File: src/rtl/ann_pkg.sv
// Shared constants for the neuron weight path: word/address widths, BRAM
// depth, and the state encoding of the weight read sequencer.
package ann_pkg;

  localparam int ANN_DATA_W = 16;
  localparam int ANN_ADDR_W = 5;
  localparam int ANN_WDEPTH = 28;

  typedef logic [1:0] wbr_state_t;

  localparam wbr_state_t S_IDLE  = 2'd0;
  localparam wbr_state_t S_FETCH = 2'd1;
  localparam wbr_state_t S_DRAIN = 2'd2;
  localparam wbr_state_t S_DONE  = 2'd3;

endpackage

File: src/rtl/wbr_skid_fifo.sv
// Two-entry skid FIFO between the BRAM capture point and the MAC consumer.
// The head entry drives the output directly, so dout is a plain flop.
// A simultaneous push and pop on a full FIFO keeps the count at 2.
module wbr_skid_fifo #(
  parameter int W = 21
) (
  input  logic         clk,
  input  logic         clr,
  input  logic         push,
  input  logic         pop,
  input  logic [W-1:0] din,
  output logic [W-1:0] dout,
  output logic         full,
  output logic         empty,
  output logic [1:0]   count
);

  logic [W-1:0] head_q, head_d;
  logic [W-1:0] tail_q, tail_d;
  logic [1:0]   cnt_q, cnt_d;
  logic         do_pop, do_push;

  // Storage and occupancy registers; clr wipes contents so dout reads 0.
  always_ff @(posedge clk) begin
    if (clr) begin
      head_q <= '0;
      tail_q <= '0;
      cnt_q  <= 2'd0;
    end else begin
      head_q <= head_d;
      tail_q <= tail_d;
      cnt_q  <= cnt_d;
    end
  end

  // Shift/fill logic keyed on current occupancy.
  always_comb begin
    head_d  = head_q;
    tail_d  = tail_q;
    cnt_d   = cnt_q;
    do_pop  = pop && (cnt_q != 2'd0);
    do_push = push && ((cnt_q != 2'd2) || do_pop);
    case (cnt_q)
      2'd0: begin
        if (do_push) begin
          head_d = din;
          cnt_d  = 2'd1;
        end
      end
      2'd1: begin
        if (do_push && do_pop) begin
          head_d = din;
        end else if (do_push) begin
          tail_d = din;
          cnt_d  = 2'd2;
        end else if (do_pop) begin
          cnt_d = 2'd0;
        end
      end
      2'd2: begin
        if (do_pop) begin
          head_d = tail_q;
          if (do_push) begin
            tail_d = din;
          end else begin
            cnt_d = 2'd1;
          end
        end
      end
      default: cnt_d = 2'd0;
    endcase
  end

  assign dout  = head_q;
  assign full  = (cnt_q == 2'd2);
  assign empty = (cnt_q == 2'd0);
  assign count = cnt_q;

endmodule

File: src/rtl/weight_bram_reader.sv
// Read-side sequencer for one neuron's weight BRAM. On START it reads
// BASE..BASE+COUNT-1 (BRAM samples on the falling edge, data captured on the
// next rising edge) and streams the words out through a 2-entry skid FIFO.
// Optional feature macro: WBR_CHECKSUM_EN adds CSUM, the modulo-2^16 sum of
// the words accepted in the current burst.
//
// state   | meaning
// S_IDLE  | waiting for START
// S_FETCH | issuing reads while there is room downstream
// S_DRAIN | all reads issued, waiting for the last word to be accepted
// S_DONE  | one-cycle DONE pulse
//
// Zero-length and out-of-range requests are run as empty bursts through
// FETCH/DRAIN so that DONE timing does not depend on the request.
module weight_bram_reader
  import ann_pkg::*;
#(
  parameter int DATA_W = ANN_DATA_W,
  parameter int ADDR_W = ANN_ADDR_W,
  parameter int DEPTH  = ANN_WDEPTH
) (
  input  logic              CLK,
  input  logic              RST,
  input  logic              START,
  input  logic [ADDR_W-1:0] BASE,
  input  logic [ADDR_W:0]   COUNT,
  output logic [ADDR_W-1:0] BRAM_ADDR,
  output logic              BRAM_EN,
  output logic              BRAM_WE,
  input  logic [DATA_W-1:0] BRAM_DO,
  output logic [DATA_W-1:0] W_DATA,
  output logic [ADDR_W-1:0] W_IDX,
  output logic              W_VALID,
  input  logic              W_READY,
  output logic              BUSY,
  output logic              DONE,
  output logic              ERR
`ifdef WBR_CHECKSUM_EN
  ,
  output logic [DATA_W-1:0] CSUM
`endif
);

  localparam int CNT_W = ADDR_W + 1;
  localparam int SUM_W = ADDR_W + 2;

  wbr_state_t        state_q, state_d;
  logic [ADDR_W-1:0] base_q, base_d;
  logic [ADDR_W-1:0] addr_q, addr_d;
  logic [CNT_W-1:0]  count_q, count_d;
  logic [CNT_W-1:0]  issued_q, issued_d;
  logic              en_q, en_d;
  logic              err_q, err_d;
`ifdef WBR_CHECKSUM_EN
  logic [DATA_W-1:0] csum_q, csum_d;
`endif

  logic [SUM_W-1:0]         span;
  logic                     bad_req;
  logic                     start_acc;
  logic                     fifo_pop;
  logic                     fifo_full, fifo_empty;
  logic [1:0]               fifo_cnt;
  logic [1:0]               occ_next;
  logic                     issue_ok;
  logic [DATA_W+ADDR_W-1:0] fifo_din, fifo_dout;

  assign span      = SUM_W'(BASE) + SUM_W'(COUNT);
  assign bad_req   = (span > SUM_W'(DEPTH));
  assign start_acc = (state_q == S_IDLE) && START;

  // en_q marks the single read in flight; its data lands in the FIFO this edge.
  assign fifo_din = {addr_q - base_q, BRAM_DO};
  assign fifo_pop = W_VALID && W_READY;
  // Occupancy once this cycle's capture and pop settle; a new read may only
  // be issued if that leaves a free slot for its own capture next cycle.
  assign occ_next = fifo_cnt + {1'b0, en_q} - {1'b0, fifo_pop};
  assign issue_ok = (occ_next < 2'd2) && !(fifo_full && !fifo_pop);

  wbr_skid_fifo #(.W(DATA_W + ADDR_W)) u_fifo (
    .clk   (CLK),
    .clr   (RST || start_acc),
    .push  (en_q),
    .pop   (fifo_pop),
    .din   (fifo_din),
    .dout  (fifo_dout),
    .full  (fifo_full),
    .empty (fifo_empty),
    .count (fifo_cnt)
  );

  // State and sequencing registers, synchronous reset.
  always_ff @(posedge CLK) begin
    if (RST) begin
      state_q  <= S_IDLE;
      base_q   <= '0;
      addr_q   <= '0;
      count_q  <= '0;
      issued_q <= '0;
      en_q     <= 1'b0;
      err_q    <= 1'b0;
`ifdef WBR_CHECKSUM_EN
      csum_q   <= '0;
`endif
    end else begin
      state_q  <= state_d;
      base_q   <= base_d;
      addr_q   <= addr_d;
      count_q  <= count_d;
      issued_q <= issued_d;
      en_q     <= en_d;
      err_q    <= err_d;
`ifdef WBR_CHECKSUM_EN
      csum_q   <= csum_d;
`endif
    end
  end

  // Next-state and read-issue logic.
  always_comb begin
    state_d  = state_q;
    base_d   = base_q;
    addr_d   = addr_q;
    count_d  = count_q;
    issued_d = issued_q;
    en_d     = 1'b0;
    err_d    = err_q;
`ifdef WBR_CHECKSUM_EN
    csum_d   = fifo_pop ? (csum_q + W_DATA) : csum_q;
`endif
    case (state_q)
      S_IDLE: begin
        if (START) begin
          state_d  = S_FETCH;
          base_d   = BASE;
          err_d    = bad_req;
          count_d  = bad_req ? '0 : COUNT;
          issued_d = '0;
`ifdef WBR_CHECKSUM_EN
          csum_d   = '0;
`endif
        end
      end
      S_FETCH: begin
        if (issued_q == count_q) begin
          state_d = S_DRAIN;
        end else if (issue_ok) begin
          en_d     = 1'b1;
          addr_d   = base_q + issued_q[ADDR_W-1:0];
          issued_d = issued_q + CNT_W'(1);
        end
      end
      S_DRAIN: begin
        if (!en_q && (fifo_empty || ((fifo_cnt == 2'd1) && fifo_pop))) begin
          state_d = S_DONE;
        end
      end
      S_DONE:  state_d = S_IDLE;
      default: state_d = S_IDLE;
    endcase
  end

  // Moore status outputs.
  always_comb begin
    BUSY = 1'b0;
    DONE = 1'b0;
    case (state_q)
      S_FETCH, S_DRAIN: BUSY = 1'b1;
      S_DONE:           DONE = 1'b1;
      default: begin
        BUSY = 1'b0;
        DONE = 1'b0;
      end
    endcase
  end

  assign BRAM_ADDR = addr_q;
  assign BRAM_EN   = en_q;
  assign BRAM_WE   = 1'b0;
  assign ERR       = err_q;
  assign W_DATA    = fifo_dout[DATA_W-1:0];
  assign W_IDX     = fifo_dout[DATA_W +: ADDR_W];
  assign W_VALID   = !fifo_empty;
`ifdef WBR_CHECKSUM_EN
  assign CSUM      = csum_q;
`endif

endmodule

File: config.mk
export PLATFORM = sky130hd
export DESIGN_NAME = weight_bram_reader
export DESIGN_NICKNAME = d
export VERILOG_FILES = /design/src/rtl/ann_pkg.sv /design/src/rtl/wbr_skid_fifo.sv /design/src/rtl/weight_bram_reader.sv
export SDC_FILE = /design/constraint.sdc
export NUM_CORES = 1
export LEC_CHECK = 0
export BUFFER_PORTS_ARGS = -buffer_cell sky130_fd_sc_hd__buf_2
export CAP_MARGIN = 20
export CORE_MARGIN = 5
export CORE_UTILIZATION = 28
export CTS_CLUSTER_SIZE = 10
export DETAILED_ROUTE_END_ITERATION = 7
export GPL_ROUTABILITY_DRIVEN = 0
export PLACE_DENSITY = 0.48
export SYNTH_ARGS = -nofsm -noshare
export SYNTH_HDL_FRONTEND = slang
export SYNTH_SLANG_ARGS = --single-unit
export TNS_END_PERCENT = 10
File: constraint.sdc
create_clock -name CLK -period 6.28 [get_ports CLK]
set_input_delay 0.628 -clock CLK [delete_from_list [all_inputs] [get_ports CLK]]
set_output_delay 0.628 -clock CLK [all_outputs]
set_load 0.01 [all_outputs]
==> results of run 1 <==
## cell families after synthesis
group | Yosys count | synth area share, %
AO/OA/AOI/OAI | 83 | 15.64
flip-flops | 70 | 39.63
AND/OR/NAND/NOR | 153 | 18.72
adder cells (fa/ha/maj) | 22 | 8.422
buffers and inverters | 43 | 5.095
multiplexers | 26 | 7.714
XOR/XNOR | 18 | 4.671
other | 1 | 0.1061
## flip-flops by register name, indices dropped and copies added (netlist names), 2 cells and up
register,cells
u_fifo.dout,21
u_fifo.tail_q,21
count_q,6
issued_q,6
BRAM_ADDR,5
base_q,5
state_q,2
u_fifo.count,2
## cells in the mapped netlist, types with 2 or more instances
cell      count
a21oi_1      27
nor3_1        3
xnor2_1       9
and2_1        2
or3_1         5
o21ai_0      17
nand2b_1      6
buf_2         8
fa_1          3
nand3_1       5
a31oi_1       2
nand4_1       4
buf_4         2
ha_1         19
mux2i_1      25
xor2_1        8
a311oi_1     19
clkbuf_1     10
a21o_1        5
inv_1        21
nand2_1      60
nor2_1       60
dfxtp_1      70
## power groups by stage
stage | sequential [µW] | clock, µW | combinational, µW
detailed placement | 518 | 0 | 354
floorplan | 518 | 0 | 256
global route | 513 | 494 | 399
CTS | 508 | 482 | 356
global placement | 517 | 0 | 349
finish | 507 | 466 | 352
## how the worst max path moves through the flow
stage / startpoint / endpoint / slack (ns) / cells after the start
after floorplan: u_fifo.count[1] / issued_q[2] / 3.70 / 10
after global placement: W_READY / issued_q[5] / 3.65 / 9
after detailed placement: W_READY / issued_q[3] / 3.62 / 9
after CTS: u_fifo.count[1] / issued_q[3] / 3.64 / 9
after global routing: u_fifo.count[1] / issued_q[5] / 3.51 / 9
final: u_fifo.count[1] / issued_q[5] / 3.63 / 9
## routing by layer
layer	track usage [%]	up-vias	routed length [µm]
met5	0	-	0
met4	4.479	0	131
met3	2.995	10	448
met2	17.86	74	3682
met1	15.02	1284	4025
li1	-	1532	-
## layout make-up
class / instances / area share [%]
clock buffers: 10 / 5.601
clock inverters: 5 / 0.8211
inverters: 22 / 1.935
multi-input cells: 303 / 45.89
flip-flops and latches: 70 / 32.84
well taps: 172 / 5.044
repair buffers: 65 / 7.859
## critical path, delay by kind of cell, from the launching register on
family          cells  cell delay (ns)
compound gates      2             0.28
xor+xnor            1             0.19
fa+ha+maj           1             0.25
flops               1             0.42
mux                 1             0.39
simple gates        4             1.04
## through the flow
stage / setup WS (ns) / util [%]
floorplan: 3.698 / -
global placement: 3.653 / 31.90
detailed placement: 3.616 / 31.90
CTS: 3.635 / 34.09
global route: 3.512 / 34.09
finish: 3.632 / 34.09
==> impl_metrics.toml, run 1 <==
[sta]
finalHoldWorstSlack_ns = 0.4650
finalHoldViolCount = 0
worst_slew_pin_slew_ns = 0.7327
slew_headroom_pct = 51.03
achievable-frequency_mhz = 377.7
rsz0062_at_grt = "false"
period_share_pct = 42.16
period_needed_ns = 2.648
tns_ns = 0
timing.final.max_slew_violations = 0
worst_clock_skew_ns = 0.006016
setup_violations = 0

[worst_setup_path]
cp_data_required_time_ns = 6.54
timing.critical_path.slowest_cell_delay_ns = 0.42
capturing_element_type_of_the_critical_path = "flop"
worst_ep_arrival_time_ns = 2.91
critical_path.startpoint_type = "flop"
crit_type = "flop to flop"
register_to_register_setup_slack_ns = 3.63
r2r_cells = 9
cpMaxStageDelayCell = "dfxtp_1"
timing.critical_path.cells = "or2_2 -> and2_1 -> ha_1 -> nand2b_2 -> xnor2_2 -> mux2i_4 -> a21oi_4 -> or3_1 -> a21oi_1"
crit_path_max_fanout = 12
worstReg2RegEnd = "issued_q[5]"
timing.rr.start = "u_fifo.count[1]"

[global_routing]
gr-total-overflow = 0
first_global_vias = 2780
wire_length_of_the_first_global_routing_pass_mm = 13.65
pin_count_of_the_biggest_net_entering_global_routing = 43
antenna_found_initial = 0
grtUsageTotal_pct = 11.41

[power_and_ir_drop]
power_leakage_uw = 0.001937
netSwitchingPower_uw = 434.4
max-vdd-ir-drop_mv = 0.1609
power.total_uw = 1326
portion_of_total_power_attributed_to_sequential_cells_pct = 38.3
power_per_cell_area_nw_per_um2 = 310.7
sw_frac_of_total_pct = 32.77
combPwrFrac_pct = 26.6
pwr-share-clk_pct = 35.2
power_report.internal_total_uw = 891.3

[worst_hold_path]
timing.hold.worst_endpoint = "count_q[5]"
start_point_of_the_worst_hold_path = "count_q[5]"
worst_hold_path_type = "flop to flop"
worst_hold_path_depth = 2

[drt]
vias_per_cell = 4.482
first_pass_iters = 4
drc = 0
postRouteAntennaNets = 0
route.detailed.wl_per_inst_um = 12.81
routed_via_count = 2900
drt_iter0_markers = 125
wl_mm = 8.288

[cts]
postCtsHoldBufs = 0
cts_root_buf = "clkbuf_16"
cts_made_buffers = 9
cts.clk_slew.worst_paths_ns = 0.06
cts_buffer_depth = 2
cts_tree = "built"
cts_resized = 0
setup_repair_bufs_after_cts = 0
cts_sinks = 70
clock_latency_reported_for_the_late_side_of_the_worst_skew_pair_ns = 0.33
htree_num_levels = 3

[finish]
final_layout_size_suffix_gt1_share_pct = 19.58
area_growth_syn_to_layout_pct = 20.67
layout_commonest_cell = "dfxtp_1"
finalNonFillerCells = 647
finalInstanceArea_um2 = 4267
n_antenna_cell = 0
multi_input_area_um2 = 1958
layout.nets = 524
layout.cells.most_common_list = "dfxtp_1, buf_2, nand2_1, nor2_1, a21oi_1"
seqCellArea_um2 = 1401
num-fill-cells = 1374

[placed_design]
placedInstanceArea_um2 = 3993
post-place-cells = 632
detailed_place_hpwl_mm = 5.923
io_buffers = 61

[job]
drv.max_cap_violation_count = 0

[floorplan]
floorplan.core_area_um2 = 12520
design.die.area_um2 = 14980
die_h_um = 122.4
initial_core_util_pct = 28.25
io-pin-count = 63
placement_rows = 41
die_w_um = 122.4

[synth]
syn_avg_cell_area_um2 = 8.500
synth_seq_area_share_pct = 39.63
number_of_synthesized_flops_with_an_enable_pin = 0
synth_area_um2 = 3536
synth.top_cells.by_area = "dfxtp_1, mux2i_1, ha_1"
yosysUniqueCellTypes = 49
ys_ff_latch = 70
syn-num-nets = 469
cells_after_synthesis = 416
yosys.area.top_type = "dfxtp_1"
area_fraction_of_the_dominant_cell_type_after_synthesis_pct = 39.63
synthFlopType = "dfxtp_1"
synthesis.yosys.warnings = 0
async_flop_share_pct = 0

[outcome]
run_status = "complete, no violations"
No activity file was read; power rests on OpenSTA's default activity.
==> run 2: changes to the inputs <==
Settings changed: PLACE_DENSITY 0.48 to 0.49.
Clock period 6.28 ns to 2.32 ns, I/O delays scaled along.
==> run 2 against run 1 <==
Against the previous run: register-to-register slack lost 3.6 ns; via count increased by 2.8%; sequential power rose to 2.7 times the previous value; final cell count up 1.7%; critical path depth unchanged; clock-buffer cell count unchanged.
==> impl_metrics.toml, run 2 (synthesized netlist as in run 1, its figures left out) <==
[drt]
first_pass_iters = 4
routed_via_count = 2980
route.detailed.wl_per_inst_um = 12.95
vias_per_cell = 4.529
drc = 0
wl_mm = 8.523
postRouteAntennaNets = 0
drt_iter0_markers = 120

[floorplan]
design.die.area_um2 = 14980
floorplan.core_area_um2 = 12520
die_w_um = 122.4
die_h_um = 122.4
placement_rows = 41
io-pin-count = 63
initial_core_util_pct = 28.25

[global_routing]
first_global_vias = 2937
wire_length_of_the_first_global_routing_pass_mm = 14.01
grtUsageTotal_pct = 11.61
pin_count_of_the_biggest_net_entering_global_routing = 43
antenna_found_initial = 0
gr-total-overflow = 0

[sta]
tns_ns = 0
period_share_pct = 97.56
slew_headroom_pct = 55.13
period_needed_ns = 2.263
worst_slew_pin_slew_ns = 0.6660
worst_clock_skew_ns = 0.004470
timing.final.max_slew_violations = 0
setup_violations = 0
achievable-frequency_mhz = 441.8
finalHoldViolCount = 0

[worst_setup_path]
critical_path.startpoint_type = "flop"
worst_ep_arrival_time_ns = 2.52
cp_data_required_time_ns = 2.58
crit_path_max_fanout = 7
crit_type = "flop to flop"
capturing_element_type_of_the_critical_path = "flop"

[power_and_ir_drop]
pwr-share-clk_pct = 38.1
portion_of_total_power_attributed_to_sequential_cells_pct = 35.4
netSwitchingPower_uw = 1199
power_per_cell_area_nw_per_um2 = 869.7
sw_frac_of_total_pct = 30.92
power_report.internal_total_uw = 2680
max-vdd-ir-drop_mv = 0.3280
power_leakage_uw = 0.002026
combPwrFrac_pct = 26.4

[finish]
layout_commonest_cell = "dfxtp_1"
final_layout_size_suffix_gt1_share_pct = 22.22
layout.nets = 535
area_growth_syn_to_layout_pct = 26.15
finalNonFillerCells = 658
n_antenna_cell = 0
layout.cells.most_common_list = "dfxtp_1, buf_2, nand2_1, nor2_1, a21oi_1"
finish.utilization_pct = 35.64

[cts]
cts_buffer_depth = 2
cts_tree = "built"
postCtsHoldBufs = 0
cts_sinks = 70
clock_latency_reported_for_the_late_side_of_the_worst_skew_pair_ns = 0.33
cts_resized = 0
cts_made_buffers = 9
htree_num_levels = 3
cts.clk_slew.worst_paths_ns = 0.06
cts_root_buf = "clkbuf_16"

[placed_design]
detailed_place_hpwl_mm = 6.128
io_buffers = 61
post-place-cells = 638

[worst_hold_path]
worst_hold_path_type = "primary input to flop"

[outcome]
run_status = "complete, no violations"

[job]
drv.max_cap_violation_count = 0
-- run 2: changes by cell type in the layout (fill, tap and decap cells not counted), sizes merged --
cell      delta
buf         +10
bufinv       +2
a21oi        +1
clkinv       -1
clkinvlp     -1
-- run 2: metrics by stage --
stage | hold WS (ns) | setup slack [ns] | cell area (µm²) | total power, µW
after floorplan | 0.3680 | -0.005857 | 3577 | 2102
after global placement | 0.4550 | 0.08842 | 4100 | 2402
after detailed placement | 0.4649 | 0.03906 | 4100 | 2423
after CTS | 0.1460 | 0.02502 | 4422 | 3914
after global routing | 0.1615 | -0.004722 | 4461 | 4106
final | 0.1487 | 0.05651 | 4461 | 3879
-- run 2: cell type report --
class | count | area (µm²)
Sequential cell | 70 | 1403
Clock inverter | 5 | 82.58
Clock buffer | 10 | 239.0
Inverter | 22 | 82.58
Timing Repair Buffer | 75 | 435.4
Fill cell | 1343 | 8056
Tap cell | 172 | 215.2
Multi-Input combinational cell | 304 | 2003
-- run 2: path summary, 6_finish.rpt --
kind,start,endpoint,slack (ns),depth (start not counted)
max,u_fifo.count[1],issued_q[0],0.06,9
min,BRAM_DO[8],u_fifo.tail_q[8],0.15,3
min reg2reg,count_q[5],count_q[5],0.46,2
max reg2reg,u_fifo.count[1],issued_q[0],0.06,9
-- run 2: power groups by stage --
stage	logic (µW)	clock network, µW	registers, µW
floorplan	699	0	1400
global route	1160	1560	1390
finish	1030	1480	1370
CTS	1020	1510	1380
global placement	1000	0	1400
detailed placement	1020	0	1400
-- run 2: worst max-delay path, cell delays in order, from the launching register on --
cell and delay [ns]:
dfxtp_2 0.31, or2_4 0.24, and2_4 0.14, ha_4 0.20, nand2b_4 0.15, xnor2_4 0.17
mux2i_4 0.40, nand3_1 0.11, or3_1 0.33, a21oi_1 0.15
-- run 2: routing by layer --
metal	global-route usage [%]	up-vias	share of wire (%)
met3	3.041	13	5.7
met2	19.89	64	47
met4	3.499	0	1.2
li1	-	1554	-
met1	14.28	1349	46
met5	0	-	0
-- run 2: timing repair --
item                                    in CTS  in global routing
endpoints found under the setup margin       0                  8
hold endpoints to repair                     0                  0
setup buffers                                0                  4
